$ cat config.mk
export PLATFORM = sky130hd
export DESIGN_NAME = sonar_echo_responder
export DESIGN_NICKNAME = d
export VERILOG_FILES = /design/src/rtl/sonar_echo_responder.sv
export SDC_FILE = /design/constraint.sdc
export NUM_CORES = 1
export LEC_CHECK = 0
export ABC_CLOCK_PERIOD_IN_PS = 5400
export BUFFER_PORTS_ARGS = -buffer_cell sky130_fd_sc_hd__clkbuf_2
export CELL_PAD_IN_SITES_DETAIL_PLACEMENT = 1
export CELL_PAD_IN_SITES_GLOBAL_PLACEMENT = 2
export CORE_UTILIZATION = 36
export DETAILED_ROUTE_END_ITERATION = 16
export PLACE_DENSITY_LB_ADDON = 0.15
export SKIP_CTS_REPAIR_TIMING = 1
export SLEW_MARGIN = 20
export SYNTH_ARGS = -nofsm -noshare
export SYNTH_HDL_FRONTEND = slang
export SYNTH_SLANG_ARGS = --single-unit
$ cat constraint.sdc
create_clock -name clk -period 5.4 [get_ports clk]
set_input_delay 0.54 -clock clk [delete_from_list [all_inputs] [get_ports clk]]
set_output_delay 0.54 -clock clk [all_outputs]
set_load 0.02 [all_outputs]
$ cat src/rtl/sonar_echo_responder.sv
// HC-SR04-compatible responder: accepts a trigger pulse and answers with an echo whose width encodes distance_cm.
// Optional macro SONAR_JITTER_EN adds 0..3 cm of LFSR jitter to the latched distance.
module sonar_echo_responder #(
    parameter int unsigned CLK_HZ         = 50000000,
    parameter int unsigned TRIG_MIN_US    = 10,
    parameter int unsigned BURST_DELAY_US = 250,
    parameter int unsigned US_PER_CM      = 58,
    parameter int unsigned MAX_CM         = 400,
    parameter int unsigned TIMEOUT_US     = 38000,
    parameter int unsigned HOLDOFF_US     = 60000
) (
    input  logic       clk,
    input  logic       reset,
    input  logic       enable,
    input  logic       trigger_in,
    input  logic [8:0] distance_cm,
    output logic       echo_out,
    output logic       busy,
    output logic       trig_err,
    output logic [7:0] meas_count
);
    localparam int unsigned CYC_PER_US = CLK_HZ / 1000000;
    localparam int unsigned PW = (CYC_PER_US > 1) ? $clog2(CYC_PER_US) : 1;
    localparam logic [PW-1:0] PRE_LAST  = PW'(CYC_PER_US - 1);
    localparam logic [15:0] TRIG_MIN    = 16'(TRIG_MIN_US);
    localparam logic [15:0] BURST_LAST  = 16'(BURST_DELAY_US - 1);
    localparam logic [15:0] HOLD_LAST   = 16'(HOLDOFF_US - 1);
    localparam logic [15:0] TIMEOUT_W   = 16'(TIMEOUT_US);
    localparam logic [15:0] UPC         = 16'(US_PER_CM);
    localparam logic [15:0] MAX_D       = 16'(MAX_CM);

    typedef enum logic [2:0] {IDLE, TRIG, BURST, ECHO, HOLDOFF} state_t;
    state_t state, state_nx;

    logic          trig_s1, trig_s2, trig_d;
    logic          rise, fall, tick, trig_ok, accept;
    logic [PW-1:0] pre;
    logic [15:0]   us_cnt;
    logic [8:0]    d_lat;
    logic [15:0]   d_eff;
    logic [15:0]   w_last;

    always_ff @(posedge clk or posedge reset) begin
        if (reset) begin
            trig_s1 <= 1'b0;
            trig_s2 <= 1'b0;
            trig_d  <= 1'b0;
        end else begin
            trig_s1 <= trigger_in;
            trig_s2 <= trig_s1;
            trig_d  <= trig_s2;
        end
    end

    assign rise = trig_s2 & ~trig_d;
    assign fall = ~trig_s2 & trig_d;
    assign tick = (pre == PRE_LAST);

    // The final microsecond of the trigger completes on the same cycle the fall is seen.
    assign trig_ok = (us_cnt >= TRIG_MIN) || (tick && (us_cnt == TRIG_MIN - 16'd1));
    assign accept  = (state == TRIG) && enable && fall && trig_ok;

    always_ff @(posedge clk or posedge reset) begin
        if (reset) begin
            pre    <= '0;
            us_cnt <= '0;
        end else if (state_nx != state) begin
            pre    <= '0;
            us_cnt <= '0;
        end else if (tick) begin
            pre <= '0;
            if (us_cnt != '1) us_cnt <= us_cnt + 16'd1;
        end else begin
            pre <= pre + PW'(1);
        end
    end

    always_ff @(posedge clk or posedge reset) begin
        if (reset) begin
            d_lat      <= '0;
            meas_count <= '0;
        end else if (accept) begin
            d_lat      <= distance_cm;
            meas_count <= meas_count + 8'd1;
        end
    end

`ifdef SONAR_JITTER_EN
    logic [7:0] lfsr, lfsr_nx;
    logic [1:0] jit;
    assign lfsr_nx = {lfsr[6:0], lfsr[7] ^ lfsr[5] ^ lfsr[4] ^ lfsr[3]};
    always_ff @(posedge clk or posedge reset) begin
        if (reset) begin
            lfsr <= 8'hA5;
            jit  <= '0;
        end else if (accept) begin
            lfsr <= lfsr_nx;
            jit  <= lfsr_nx[1:0];
        end
    end
    assign d_eff = {7'b0, d_lat} + {14'b0, jit};
`else
    assign d_eff = {7'b0, d_lat};
`endif

    always_comb begin
        if ((d_lat == '0) || (d_eff > MAX_D)) w_last = TIMEOUT_W - 16'd1;
        else                                  w_last = (d_eff * UPC) - 16'd1;
    end

    always_ff @(posedge clk or posedge reset) begin
        if (reset) state <= IDLE;
        else       state <= state_nx;
    end

    always_comb begin
        state_nx = state;
        case (state)
            IDLE:    if (enable && rise) state_nx = TRIG;
            TRIG:    if (!enable) state_nx = IDLE;
                     else if (fall) state_nx = trig_ok ? BURST : IDLE;
            BURST:   if (!enable) state_nx = IDLE;
                     else if (tick && (us_cnt == BURST_LAST)) state_nx = ECHO;
            ECHO:    if (!enable) state_nx = IDLE;
                     else if (tick && (us_cnt == w_last)) state_nx = HOLDOFF;
            HOLDOFF: if (!enable) state_nx = IDLE;
                     else if (tick && (us_cnt == HOLD_LAST)) state_nx = IDLE;
            default: state_nx = IDLE;
        endcase
    end

    always_comb begin
        echo_out = (state == ECHO);
        busy     = (state != IDLE);
        trig_err = (state == TRIG) && enable && fall && !trig_ok;
    end
endmodule

==> impl_results.md <==
- Die Area: 12,900 µm²
- Placed inst area: roughly 4800 µm²
- Vias in the first global route: 3,878
- Critical Path AT: between 5 and 6 ns
- Via count: ~3,700
- Total Wirelength: ~11 mm
- First-pass GRT wire length: ~20 mm
- GPL Wtd Cong: about 0.8
- Sequential area share after synthesis: around a quarter
- Post-synth EDFFs: 0
- Placed cells: 683
- Status: finished, final reports clean
- Met3 wire len: approximately 200 µm
- CTS tree: built
- Max Used Layer: met4
- Die width: 114 µm
- Worst Setup End Kind: flop
- Num Clock Sinks: 45
- Row count: 40
- Worst min path class: reg2reg
- Pwr dens: 136 nW/µm²
- Most used DFF post-synth: dfrtp_1
- Final Core Density: 41.3%
- DPL Wire Length: just over 9 mm
- Syn_nets: about 570
- Met2 wire len: 5.18 mm
- I/O Buffers: 23
- Initial Util: ~37%
- Share of flip-flops with an asynchronous set or reset: 100%
- CTS Root Cell: clkbuf_16
- 1st-iter DRT viols: about 150
- Finish-stage setup viols: 0
- Syn Inst Count: 504
- RSZ-0062 raised after global routing: no
- Largest net degree at the start of global routing: 46
- Synth area leaders: dfrtp_1 25%, ha_1 12%, xnor2_1 6.6%, fa_1 5.8%, nand2_1 4.3%
- Final worst-path cycle share: 94.8%
- LEAKAGE: roughly 2.1 nW
- Syn Area/Cell: about 9 µm²
- Initial antenna violation count: 0
- Final Skew: 0.00424 ns
- Die height: about 110 µm
- DRC viols: 0
- Final Worst Setup Slack: roughly 0.28 ns
- Fmax: around 0.20 GHz
- Final-report max-slew violation count: 0
- Fin nets: 590
- Worst Tran Pin Value: approximately 0.96 ns
- Reg clk slew, reported paths: 0.06 ns
- Dpl ws: 0.0588 ns
- Total core area: between 10,000 and 15,000 µm²
- Flops & latches, synth: 45
- Met1 WL: just under 6 mm
- Worst-path fanout max: 18
- Synth warn: 0
- Syn Std Cell Area: about 4500 µm²
- I/O pins: 24
- Clk buf depth: 2
- Startpoint class of the critical path: flop
- Ratio of cells with drive above 1 in the final layout: about 16%
- Insertion delay of the later-clocked pin in the worst-skew pair: 0.28 ns
- Final setup TNS: 0 ns
- Global-route total usage across every layer: 19.0%
- Max-cap viol count: 0
- Slew headroom: between 30% and 40%
- Peak supply drop: approximately 160 µV
- CTS buffer count: 5
- Top-area cell type share of the netlist area: between 20 and 30%
- Final instance area: roughly 5000 µm²
- Post-route antenna net violation count: 0
- H-Tree Depth: 2
- DRT Pass-1 Iters: 4
- Antenna diodes: 0
- Synth cell types: between 70 and 80
- Via/cell ratio: 5.36
- Layout Area Growth over Synthesis: 11.1%
- Worst Path Required: between 5 and 6 ns
- Endpoints failing hold: 0
- Grt total ovfl: 0
- Routed wire length per instance: between 15 and 20 µm
- Setup CP Type: reg2reg
- Yosys top cell by area: dfrtp_1
- Min Tclk post-route: 5.12 ns
- Final Non-Filler Cells: roughly 690
-- critical path, cell delays in order (launching register included) --
cell and delay, ns:
dfrtp_1 0.38, inv_1 0.12, fa_1 0.52, inv_1 0.04
ha_1 0.31, fa_1 0.52, ha_4 0.36, a211oi_4 0.10
or3b_2 0.53, a221oi_1 0.28, xnor3_1 0.21, nor3_1 0.05
a2111o_1 0.35, or4_4 0.51, a2111oi_4 0.36, buf_12 0.22
a21oi_1 0.08
-- kinds of logic (layout without fill, tap and decap cells) --
family	count (synthesis)	in the layout	synth area share, %
flip-flops	45	45	25.1
adder cells (fa/ha/maj)	56	56	17.7
multiplexers	4	4	0.920
buffers and inverters	59	76	5.74
XOR/XNOR	47	47	10.4
AND/OR/NAND/NOR	177	177	20.4
AO/OA/AOI/OAI	116	116	19.7
-- sequential cells by signal, summed over array words and instances, names as in the netlist --
signal,flops
us_cnt,16
trig_s1,1
d_lat,9
trig_s2,1
state,3
meas_count,8
trig_d,1
pre,6
-- placed cells by master, fill, tap and decap left out, types with 8 or more instances in the layout --
cell type / count
ha_1: 37
nand2_1: 52
and3_1: 9
nor2_1: 30
a21oi_2: 12
clkbuf_2: 23
a21oi_1: 19
buf_4: 12
xor2_1: 9
nand4_1: 8
fa_1: 13
xnor2_1: 34
dfrtp_1: 45
inv_1: 31
o211ai_1: 11
nor3_1: 12
nand3_1: 19
o21ai_0: 20
-- path summary, 6_finish.rpt --
kind	startpoint	endpoint	cells past startpoint	slack, ns
setup / recovery	d_lat[2]$_DFFE_PP0P_	us_cnt[9]$_DFFE_PP0P_	16	0.28
hold / removal	trig_s1$_DFF_PP0_	trig_s2$_DFF_PP0_	0	0.36
setup reg to reg	d_lat[2]$_DFFE_PP0P_	us_cnt[9]$_DFFE_PP0P_	16	0.28
hold reg to reg	trig_s1$_DFF_PP0_	trig_s2$_DFF_PP0_	0	0.36
max in group asynchronous	reset	us_cnt[4]$_DFFE_PP0P_	2	4.35
min in group asynchronous	reset	meas_count[5]$_DFFE_PP0P_	2	0.46
-- power by group --
part	switching (mW)	internal [mW]
Combinational	0.0265	0.0159
Sequential	0.00775	0.345
Clock	0.119	0.165
Total	0.153	0.526
-- metrics by stage --
stage                     hold slack (ns)  power [mW]
after floorplan                     0.331       0.386
after global placement              0.331       0.401
after detailed placement            0.338       0.402
after CTS                           0.360       0.695
after global routing                0.365       0.706
final                               0.359       0.679
-- routing by layer --
layer	track usage (%)	up-vias
li1	-	1834
met1	27.6	1816
met2	30.6	40
met3	2.13	5
met4	3.68	0
met5	0	-
-- cells in the mapped netlist, types with 6 or more instances --
cell type,count
a21oi_1,21
nor3_1,12
inv_1,34
a21oi_2,10
xnor2_1,34
nand4_1,8
ha_1,42
o211ai_1,11
clkbuf_1,14
dfrtp_1,45
nor2_1,30
nor4_1,6
and3_1,9
xor2_1,9
nand3_1,19
nand2_1,52
fa_1,13
o21ai_0,20
-- area by class of cell --
class,instances,area (µm²)
clock buffer,5,125
clock inverter,1,5.00
fill,1431,7080
inverter,34,128
multi-input combinational,400,3170
sequential,45,1130
tap,168,210
timing repair buffer,36,225
(Power assumes the default switching activity.)
